### config.mk
export PLATFORM = sky130hd
export DESIGN_NAME = uart_tx_fifo_reader
export DESIGN_NICKNAME = d
export VERILOG_FILES = /design/src/rtl/uart_tx_fifo_reader.sv
export SDC_FILE = /design/constraint.sdc
export NUM_CORES = 1
export LEC_CHECK = 0
export CORE_ASPECT_RATIO = 0.9
export CORE_MARGIN = 2
export CORE_UTILIZATION = 40
export CTS_CLUSTER_DIAMETER = 100
export DETAILED_ROUTE_END_ITERATION = 6
export PLACE_DENSITY_LB_ADDON = 0.05
export REMOVE_ABC_BUFFERS = 1
export SYNTH_ARGS = -nofsm -noshare
export SYNTH_HDL_FRONTEND = slang
export SYNTH_SLANG_ARGS = --single-unit
### constraint.sdc
create_clock -name clk -period 4.04 [get_ports clk]
set_input_delay 0.404 -clock clk [delete_from_list [all_inputs] [get_ports clk]]
set_output_delay 0.404 -clock clk [all_outputs]
set_load 0.01 [all_outputs]
### src/rtl/uart_tx_fifo_reader.sv
// uart_tx_fifo_reader
//   Reads bytes from a synchronous FIFO (registered read data, one-cycle read
//   latency, per-entry last flag) and serializes each one onto a UART line:
//   start bit, DATA_WIDTH data bits LSB first, optional parity bit, one stop bit.
//
// state  | meaning
// -------+---------------------------------------------------------------
// IDLE   | line high; issue a FIFO read as soon as the FIFO is non-empty
// LATCH  | FIFO read data valid; capture byte, last flag and parity bit
// START  | start bit (tx=0)
// DATA   | data bits, LSB first
// PARITY | parity bit (only when PARITY != 0)
// STOP   | stop bit (tx=1); done pulses issued on the exiting edge
//
// Ports
//   clk            system clock, rising edge
//   rst            asynchronous active-high reset
//   fifo_empty     FIFO empty flag
//   fifo_dout      FIFO read data, valid the cycle after an accepted read
//   fifo_dout_last FIFO last flag, qualified like fifo_dout
//   fifo_rd_en     FIFO read strobe (combinational)
//   tx             UART serial line, idle high, registered
//   busy           high while a byte is fetched or on the line
//   byte_done      one-cycle pulse after every stop bit
//   frame_done     one-cycle pulse after the stop bit of a last-flagged byte

module uart_tx_fifo_reader #(
    parameter int DATA_WIDTH   = 8,
    parameter int CLKS_PER_BIT = 16,
    parameter int PARITY       = 0
) (
    input  logic                  clk,
    input  logic                  rst,
    input  logic                  fifo_empty,
    input  logic [DATA_WIDTH-1:0] fifo_dout,
    input  logic                  fifo_dout_last,
    output logic                  fifo_rd_en,
    output logic                  tx,
    output logic                  busy,
    output logic                  byte_done,
    output logic                  frame_done
);

    localparam int BAUD_W = (CLKS_PER_BIT > 1) ? $clog2(CLKS_PER_BIT) : 1;
    localparam int BIT_W  = $clog2(DATA_WIDTH) + 1;

    localparam logic [BAUD_W-1:0] BAUD_LAST = BAUD_W'(CLKS_PER_BIT - 1);
    localparam logic [BIT_W-1:0]  BIT_LAST  = BIT_W'(DATA_WIDTH - 1);

    typedef enum logic [2:0] {
        S_IDLE,
        S_LATCH,
        S_START,
        S_DATA,
        S_PARITY,
        S_STOP
    } state_t;

    state_t                state_q, state_d;
    logic [BAUD_W-1:0]     baud_q, baud_d;
    logic [BIT_W-1:0]      bit_q, bit_d;
    logic [DATA_WIDTH-1:0] shift_q, shift_d;
    logic                  last_q, last_d;
    logic                  par_q, par_d;
    logic                  tx_q, tx_d;
    logic                  byte_done_q, byte_done_d;
    logic                  frame_done_q, frame_done_d;

    logic baud_end;
    assign baud_end = (baud_q == BAUD_LAST);

    // State register
    always_ff @(posedge clk or posedge rst) begin
        if (rst) begin
            state_q      <= S_IDLE;
            baud_q       <= '0;
            bit_q        <= '0;
            shift_q      <= '0;
            last_q       <= 1'b0;
            par_q        <= 1'b0;
            tx_q         <= 1'b1;
            byte_done_q  <= 1'b0;
            frame_done_q <= 1'b0;
        end else begin
            state_q      <= state_d;
            baud_q       <= baud_d;
            bit_q        <= bit_d;
            shift_q      <= shift_d;
            last_q       <= last_d;
            par_q        <= par_d;
            tx_q         <= tx_d;
            byte_done_q  <= byte_done_d;
            frame_done_q <= frame_done_d;
        end
    end

    // Next-state logic; tx is computed here so it changes on the same edge
    // as the state transition that starts the corresponding bit.
    always_comb begin
        state_d      = state_q;
        baud_d       = baud_q;
        bit_d        = bit_q;
        shift_d      = shift_q;
        last_d       = last_q;
        par_d        = par_q;
        tx_d         = tx_q;
        byte_done_d  = 1'b0;
        frame_done_d = 1'b0;

        case (state_q)
            S_IDLE: begin
                tx_d = 1'b1;
                if (!fifo_empty) begin
                    state_d = S_LATCH;
                end
            end

            S_LATCH: begin
                shift_d = fifo_dout;
                last_d  = fifo_dout_last;
                // Odd parity is the inverse of the even (XOR) bit.
                par_d   = (^fifo_dout) ^ (PARITY == 2);
                tx_d    = 1'b0;
                baud_d  = '0;
                state_d = S_START;
            end

            S_START: begin
                if (baud_end) begin
                    baud_d  = '0;
                    tx_d    = shift_q[0];
                    bit_d   = '0;
                    state_d = S_DATA;
                end else begin
                    baud_d = baud_q + 1'b1;
                end
            end

            S_DATA: begin
                if (baud_end) begin
                    baud_d  = '0;
                    shift_d = shift_q >> 1;
                    bit_d   = bit_q + 1'b1;
                    if (bit_q == BIT_LAST) begin
                        if (PARITY != 0) begin
                            tx_d    = par_q;
                            state_d = S_PARITY;
                        end else begin
                            tx_d    = 1'b1;
                            state_d = S_STOP;
                        end
                    end else begin
                        tx_d = shift_d[0];
                    end
                end else begin
                    baud_d = baud_q + 1'b1;
                end
            end

            S_PARITY: begin
                if (baud_end) begin
                    baud_d  = '0;
                    tx_d    = 1'b1;
                    state_d = S_STOP;
                end else begin
                    baud_d = baud_q + 1'b1;
                end
            end

            S_STOP: begin
                tx_d = 1'b1;
                if (baud_end) begin
                    baud_d       = '0;
                    byte_done_d  = 1'b1;
                    frame_done_d = last_q;
                    state_d      = S_IDLE;
                end else begin
                    baud_d = baud_q + 1'b1;
                end
            end

            default: begin
                tx_d    = 1'b1;
                state_d = S_IDLE;
            end
        endcase
    end

    // Outputs
    always_comb begin
        fifo_rd_en = (state_q == S_IDLE) && !fifo_empty && !rst;
        busy       = (state_q != S_IDLE);
    end

    assign tx         = tx_q;
    assign byte_done  = byte_done_q;
    assign frame_done = frame_done_q;

endmodule
# Yosys cells after proc, flatten, opt, wreduce, memory -nomap -nowiden
# Index checks and enable logic that the tools add are counted.
# word_totals
inputBits	12
register_bits	23
output_inout_bits	5
word_cells	60
# op_classes
addsub	2
n_mux	23
eq_ne	13
n_reduce_logical	14
# op_table
operator	count
$mux W3	6
$pmux W3 S6	1
$pmux W4 S2	2
$pmux W8 S2	1
$mux W4	3
$ne A2 B2 Y1 const B	6
$add A4 B1 Y4 const B	2
$mux W1	8
$mux W8	1
$eq A3 B2 Y1 const B	2
$eq A3 B3 Y1 const B	2
$reduce_and A3 Y1	2
$reduce_and A6 Y1	1
$reduce_bool A2 Y1	3
$eq A4 B3 Y1 const B	1
$eq A4 B4 Y1 const B	1
$pmux W1 S4	1
$reduce_or A4 Y1	1
$eq A3 B1 Y1 const B	1
$logic_not A3 Y1	1
$reduce_bool A3 Y1	1
$logic_and A1 B1 Y1	2
$logic_not A1 Y1	2
$reduce_and A2 Y1	1

# Logic depth before layout (Yosys ltp)
# Gate-level depths: netlist of run 1.
# logic_depth
depth_word	4
mapped_depth	7
mapped_depth_nobuf	5

# Worst setup path after synthesis of run 1
# No wires, ideal clock.
# synth_timing
path_kind	register -> output
startpoint	register state_q[0]
endpoint	output fifo_rd_en
stages_incl_launch_ff	4
arrival_ns	1.289
required_time_ns	3.636
slack_ns	2.347
path_buffers	1
path_cell_list	dfrtp_1 -> clkbuf_1 -> or3_1 -> nor3_1
# synth_between
elab_chain_len	3
# synth_rtl
item	line	text
start, declared	59	state_t state_q, state_d;
start signal, assigned	85	state_q <= state_d;
$logic_not A3 Y1	191	fifo_rd_en = (state_q == S_IDLE) && !fifo_empty && !rst;
$logic_and A1 B1 Y1 (2 in a row)	191	
end, declared	37	output logic fifo_rd_en,
# Every way passes these cells.

# Final worst setup path of run 1
# layout_timing
startpoint	register state_q[2]
endpoint	output fifo_rd_en
# The elaborated chain is that of the path after synthesis.

==> flow_metrics.py, run 1 <==
metrics = {
    "global_route": {
        "grt_pass1_vias": 844,
        "grt_first_pass_wirelength_mm": 4.07,
        "antenna_found_initial": 0,
        "grt_usage_pct": 14.6,
        "grt_max_degree": 24,
        "overflow": 0,
    },
    "yosys": {
        "ys_types": 41,
        "avgSynthCellArea_um2": 9.82,
        "yosysWarnings": 0,
        "syn_area_um2": 1250,
        "syn_inst": 127,
        "yosys_register_bits": 23,
        "seq_area_frac_synth_pct": 46.2,
    },
    "placed_design": {
        "dpl.hpwl_mm": 1.72,
        "numPortBuffers": 16,
        "place.gp.congestion": 0.752,
        "dpl_cell_area_um2": 1420,
        "place_inst": 179,
    },
    "sta": {
        "final_hold_viol_count": 0,
        "worst_pin_slew_ns": 0.871,
        "fin_crit_ns": 2.41,
        "finalSetupViolations": 0,
        "max_freq_mhz": 414,
        "fin_worst_skew_ns": 0.0100,
        "setup_tns_ns": 0,
        "slew_violations": 0,
        "fin_crit_sh_pct": 59.8,
        "rsz0062_at_grt": "false",
        "slew_headroom_pct": 41.9,
    },
    "pwr": {
        "irDropWorstVdd_mv": 0.185,
        "p_per_area_nw_per_um2": 253,
        "total_leakage_power_nw": 0.663,
        "total_power_mw": 0.366,
    },
    "drt": {
        "wl_mm": 2.33,
        "via_per_inst": 5.01,
        "postRouteAntennaNets": 0,
        "dr.pass1.iters": 4,
        "drc": 0,
        "via_count": 917,
        "wl_per_cell_um": 12.7,
        "first_iter_violations": 11,
    },
    "setup_path": {
        "worstPathCellList": "or3_1 > nor3_1 > clkdlybuf4s50_1",
        "r2r.worst_path.cells": 5,
        "cp_max_fo": 11,
        "critPathBufInv": 1,
        "critPathKind": "reg -> out",
        "arrival_ns": 2.01,
        "cp_num_cells": 3,
        "worstSetupStartpointType": "flop",
        "critPathMaxStageDelay_ns": 0.56,
        "cpLargestDelayFamily": "simple AND/OR/NAND/NOR gates",
        "cp-end-kind": "primary output",
        "crit_required_ns": 3.64,
        "r2r_slack_ns": 2.35,
        "cp_slowest_cell": "dfrtp_1",
    },
    "floorplan": {
        "io_pins": 17,
        "num_rows": 19,
        "die_area_um2": 3580,
        "dieWidth_um": 62.9,
        "start_util_pct": 41.3,
        "die-height_um": 57.0,
        "core_area_um2": 3020,
    },
    "cells_and_area": {
        "area_growth_pct": 16.2,
        "num_antenna_cells": 0,
        "final_cell_area_um2": 1450,
        "drive_gt1_share_pct": 9.93,
        "instances_no_fill": 183,
        "num-nets-final": 158,
    },
    "clock_tree": {
        "hold_buffers": 0,
        "cts_resized": 0,
        "cts_buffers": 3,
        "post-cts-setup-buffers": 0,
        "cts_root_buffer": "clkbuf_4",
        "clockBufferDepth": 2,
        "path_clk_slew_ns": 0.11,
        "ctsHtreeMaxLevel": 1,
        "clk_latency_ns": 0.31,
        "clock-sinks": 23,
        "tritoncts": "done",
    },
    "run": {
        "drv_cap": 0,
    },
    "run_status": {
        "status": "complete, no violations",
    },
    "worst_hold_path": {
        "min_path_cells": 2,
        "worst_hold_path_type": "reg -> reg",
    },
}
==> state kept, by name, summed over array words and instances, names as in the netlist <==
name / cells
tx: 1
shift_q: 8
state_q: 3
bit_q: 4
frame_done: 1
baud_q: 4
byte_done: 1
last_q: 1
==> kinds of logic (layout without fill, tap and decap cells) <==
logic type	after synthesis	in the layout	share of synthesized area, %
AO/OA/AOI/OAI	30	30	15.4
adder cells (fa/ha/maj)	4	4	4.01
buffers and inverters	10	24	4.11
flip-flops	23	23	46.2
multiplexers	9	9	7.32
AND/OR/NAND/NOR	51	51	22.9
==> layout make-up <==
class                      count  area [um^2]
tap                           42         52.6
clock buffer                   4         26.3
inverter                       4         15.0
fill                         303         1570
sequential                    23          577
timing repair buffer          16          160
multi-input combinational     94          619
==> metal layers <==
layer	part of all wire [%]	vias up	GRT usage, %
met5	0	-	0
met4	1.4	0	3.81
met3	4.0	5	4.34
met2	43	16	22.2
met1	52	428	20.5
li1	-	468	-
==> worst reg2reg max path, delay by kind of cell, from the launching register on <==
| kind | cells | cell delay, ns |
|---|---|---|
| AND/OR/NAND/NOR | 1 | 0.19 |
| flip-flops | 1 | 0.65 |
| buffers and inverters | 1 | 0.12 |
| AO/OA/AOI/OAI | 2 | 0.22 |
| adder cells (fa/ha/maj) | 1 | 0.40 |
==> through the flow <==
| step | setup slack [ns] | utilization, % | hold WS [ns] |
|---|---|---|---|
| detailed placement | 1.96 | 47.2 | 0.476 |
| floorplan | 2.39 | - | 0.405 |
| global placement | 2.02 | 47.2 | 0.467 |
| finish | 1.63 | 48.0 | 0.495 |
| CTS | 1.60 | 48.0 | 0.506 |
| global route | 1.52 | 48.0 | 0.525 |
==> synthesized netlist by cell type <==
library cell,number,area (um^2)
nor2_1,11,41.3
o21bai_1,1,7.51
buf_6,1,11.3
inv_1,4,15.0
or3_1,1,6.26
a22o_2,1,10.0
a21boi_4,1,18.8
and2b_1,1,7.51
nand3_2,1,10.0
nand2_1,17,63.8
o221ai_1,1,8.76
nor2b_4,3,41.3
buf_2,1,5.00
o22ai_1,2,12.5
or4_1,1,7.51
clkbuf_2,1,5.00
o311ai_0,1,8.76
and2_1,2,12.5
nand2_2,1,6.26
and3_1,1,6.26
nor3_1,1,5.00
buf_4,1,7.51
a21o_1,1,7.51
nor3b_1,1,7.51
clkbuf_1,1,3.75
o21ai_0,10,50.1
nand2b_4,1,13.8
mux2_2,1,11.3
nand4_1,1,6.26
a21oi_1,9,45.0
buf_1,1,3.75
dfstp_2,1,26.3
a22o_1,1,8.76
nand3_1,3,15.0
ha_1,4,50.1
dfrtp_1,22,551
nand2b_1,3,18.8
and3_2,1,7.51
mux2i_1,8,80.1
and3b_1,1,8.76
a21boi_0,2,15.0
==> layout by cell type, fill, tap and decap left out, types with 2 or more instances in the layout <==
cell type        count
dfrtp_1             22
a21boi_0             2
inv_1                4
and2_1               2
mux2i_1              8
nand2b_1             3
clkbuf_4             3
nand3_1              3
ha_1                 4
o21ai_0             10
clkdlybuf4s50_1     16
nor2b_4              3
nor2_1              11
o22ai_1              2
nand2_1             17
a21oi_1              9
==> final timing paths <==
kind,from,end
max in group asynchronous,rst,baud_q[0]
min in group asynchronous,rst,bit_q[1]
hold / removal,last_q,last_q
setup reg to reg,state_q[2],baud_q[2]
setup / recovery,state_q[2],fifo_rd_en
hold reg to reg,last_q,last_q
==> report_power, final <==
| group | total (mW) | internal, mW | switching (mW) | leakage (nW) |
|---|---|---|---|---|
| logic | 0.0232 | 0.0138 | 0.00940 | 0.361 |
| registers | 0.237 | 0.235 | 0.00238 | 0.287 |
| clock network | 0.106 | 0.0386 | 0.0675 | 0.0150 |
| total | 0.366 | 0.287 | 0.0792 | 0.663 |
No activity file was read; power rests on OpenSTA's default activity.
==> run 2: changes to the inputs <==
Clock period 4.04 ns to 2.45 ns, I/O delays scaled along.
==> flow_metrics.py, run 2 (synthesis gave the netlist of run 1 again) <==
metrics = {
    "run_status": {
        "status": "complete, no violations",
    },
    "global_route": {
        "grt_first_pass_wirelength_mm": 4.08,
        "grt_usage_pct": 14.5,
        "grt_max_degree": 24,
        "antenna_found_initial": 0,
        "grt_pass1_vias": 905,
        "overflow": 0,
    },
    "drt": {
        "dr.pass1.iters": 4,
        "first_iter_violations": 29,
        "wl_per_cell_um": 12.1,
        "drc": 0,
        "via_per_inst": 4.85,
        "via_count": 897,
        "wl_mm": 2.24,
        "postRouteAntennaNets": 0,
    },
    "placed_design": {
        "numPortBuffers": 16,
        "place.gp.congestion": 0.726,
        "dpl.hpwl_mm": 1.63,
    },
    "pwr": {
        "total_power_mw": 0.604,
        "irDropWorstVdd_mv": 0.236,
        "p_int_mw": 0.474,
        "p_per_area_nw_per_um2": 412,
        "p_seq_share_pct": 64.6,
        "switching_power_mw": 0.130,
        "p_sw_share_pct": 21.5,
        "pwr-share-comb_pct": 6.5,
        "p_clk_share_pct": 28.9,
        "total_leakage_power_nw": 0.673,
    },
    "floorplan": {
        "die-height_um": 57.0,
        "start_util_pct": 41.3,
        "dieWidth_um": 62.9,
        "num_rows": 19,
        "die_area_um2": 3580,
        "io_pins": 17,
        "core_area_um2": 3020,
    },
    "setup_path": {
        "cp-end-kind": "primary output",
        "worstSetupStartpointType": "flop",
        "critPathKind": "reg -> out",
        "cp_max_fo": 14,
        "arrival_ns": 1.98,
        "crit_required_ns": 2.20,
    },
    "cells_and_area": {
        "final_cell_mix": "dfrtp_1, nand2_1, clkdlybuf4s50_1, nor2_1, o21ai_0",
        "num-nets-final": 160,
        "multi_input_area_um2": 619,
        "layout_commonest_cell": "dfrtp_1",
        "regArea_um2": 577,
        "drive_gt1_share_pct": 11.2,
        "reg_top3": "shift_q (8), baud_q (4), bit_q (4)",
        "num_antenna_cells": 0,
        "fillers": 301,
        "area_growth_pct": 17.5,
        "largest_register_ffs": 8,
        "top_register": "shift_q",
    },
    "sta": {
        "slew_headroom_pct": 70.6,
        "slew_violations": 0,
        "setup_tns_ns": 0,
        "worst_pin_slew_ns": 0.440,
        "fin_worst_skew_ns": 0.000799,
        "fin_crit_ns": 2.23,
        "rsz0062_at_grt": "false",
        "fin_crit_sh_pct": 91.0,
        "final_hold_viol_count": 0,
        "max_freq_mhz": 448,
        "finalSetupViolations": 0,
    },
    "clock_tree": {
        "hold_buffers": 0,
        "ctsHtreeMaxLevel": 1,
        "clk_latency_ns": 0.31,
        "cts_root_buffer": "clkbuf_4",
        "clockBufferDepth": 2,
        "cts_resized": 0,
        "post-cts-setup-buffers": 0,
        "cts_buffers": 3,
        "path_clk_slew_ns": 0.12,
        "tritoncts": "done",
        "clock-sinks": 23,
    },
    "worst_hold_path": {
        "worst_hold_path_type": "in -> async",
    },
    "run": {
        "drv_cap": 0,
    },
}
## run 2: worst paths after layout
path	from	to	slack, ns	cells after the start
max in group asynchronous	rst	tx	1.89	3
worst min register to register	last_q	last_q	0.48	2
worst max register to register	state_q[1]	baud_q[2]	0.76	5
min in group clk	fifo_dout_last	last_q	0.44	3
worst min-delay path	rst	state_q[2]	0.29	3
worst max-delay path	state_q[0]	fifo_rd_en	0.22	3
## run 2: routing by layer
metal | routed length (um) | track usage, % | up-vias | part of all wire, %
li1 | - | - | 473 | -
met3 | 57 | 2.76 | 5 | 2.5
met2 | 927 | 21.1 | 10 | 41
met5 | 0 | 0 | - | 0
met4 | 46 | 6.67 | 0 | 2.1
met1 | 1200 | 20.9 | 409 | 54
## run 2: per-stage QoR
step	instance area (um^2)	utilization [%]	setup WS [ns]	hold WS, ns	std cells
4_1_cts	1470	48.5	0.211	0.297	185
2_1_floorplan	1210	-	0.919	0.246	121
3_3_place_gp	1440	47.7	0.599	0.463	181
6_report	1470	48.5	0.220	0.286	185
5_1_grt	1470	48.5	0.0922	0.332	185
3_5_place_dp	1440	47.7	0.577	0.461	181
## run 2: power groups by stage
stage	clock network, mW	registers (mW)	logic, mW
floorplan	0	0.397	0.0156
global placement	0	0.398	0.0398
detailed placement	0	0.398	0.0404
CTS	0.183	0.391	0.0406
global route	0.202	0.392	0.0450
finish	0.174	0.390	0.0393
## run 2: critical path, stage by stage, from the launching register on
cell,delay (ns)
dfrtp_1,0.54
or3_1,0.44
nor3_1,0.14
clkdlybuf4s50_1,0.56
## run 2: area by class of cell
type	count	area share (%)
timing repair buffer	18	12.0
sequential	23	39.4
clock buffer	4	1.79
inverter	4	1.02
multi-input combinational	94	42.3
tap	42	3.59
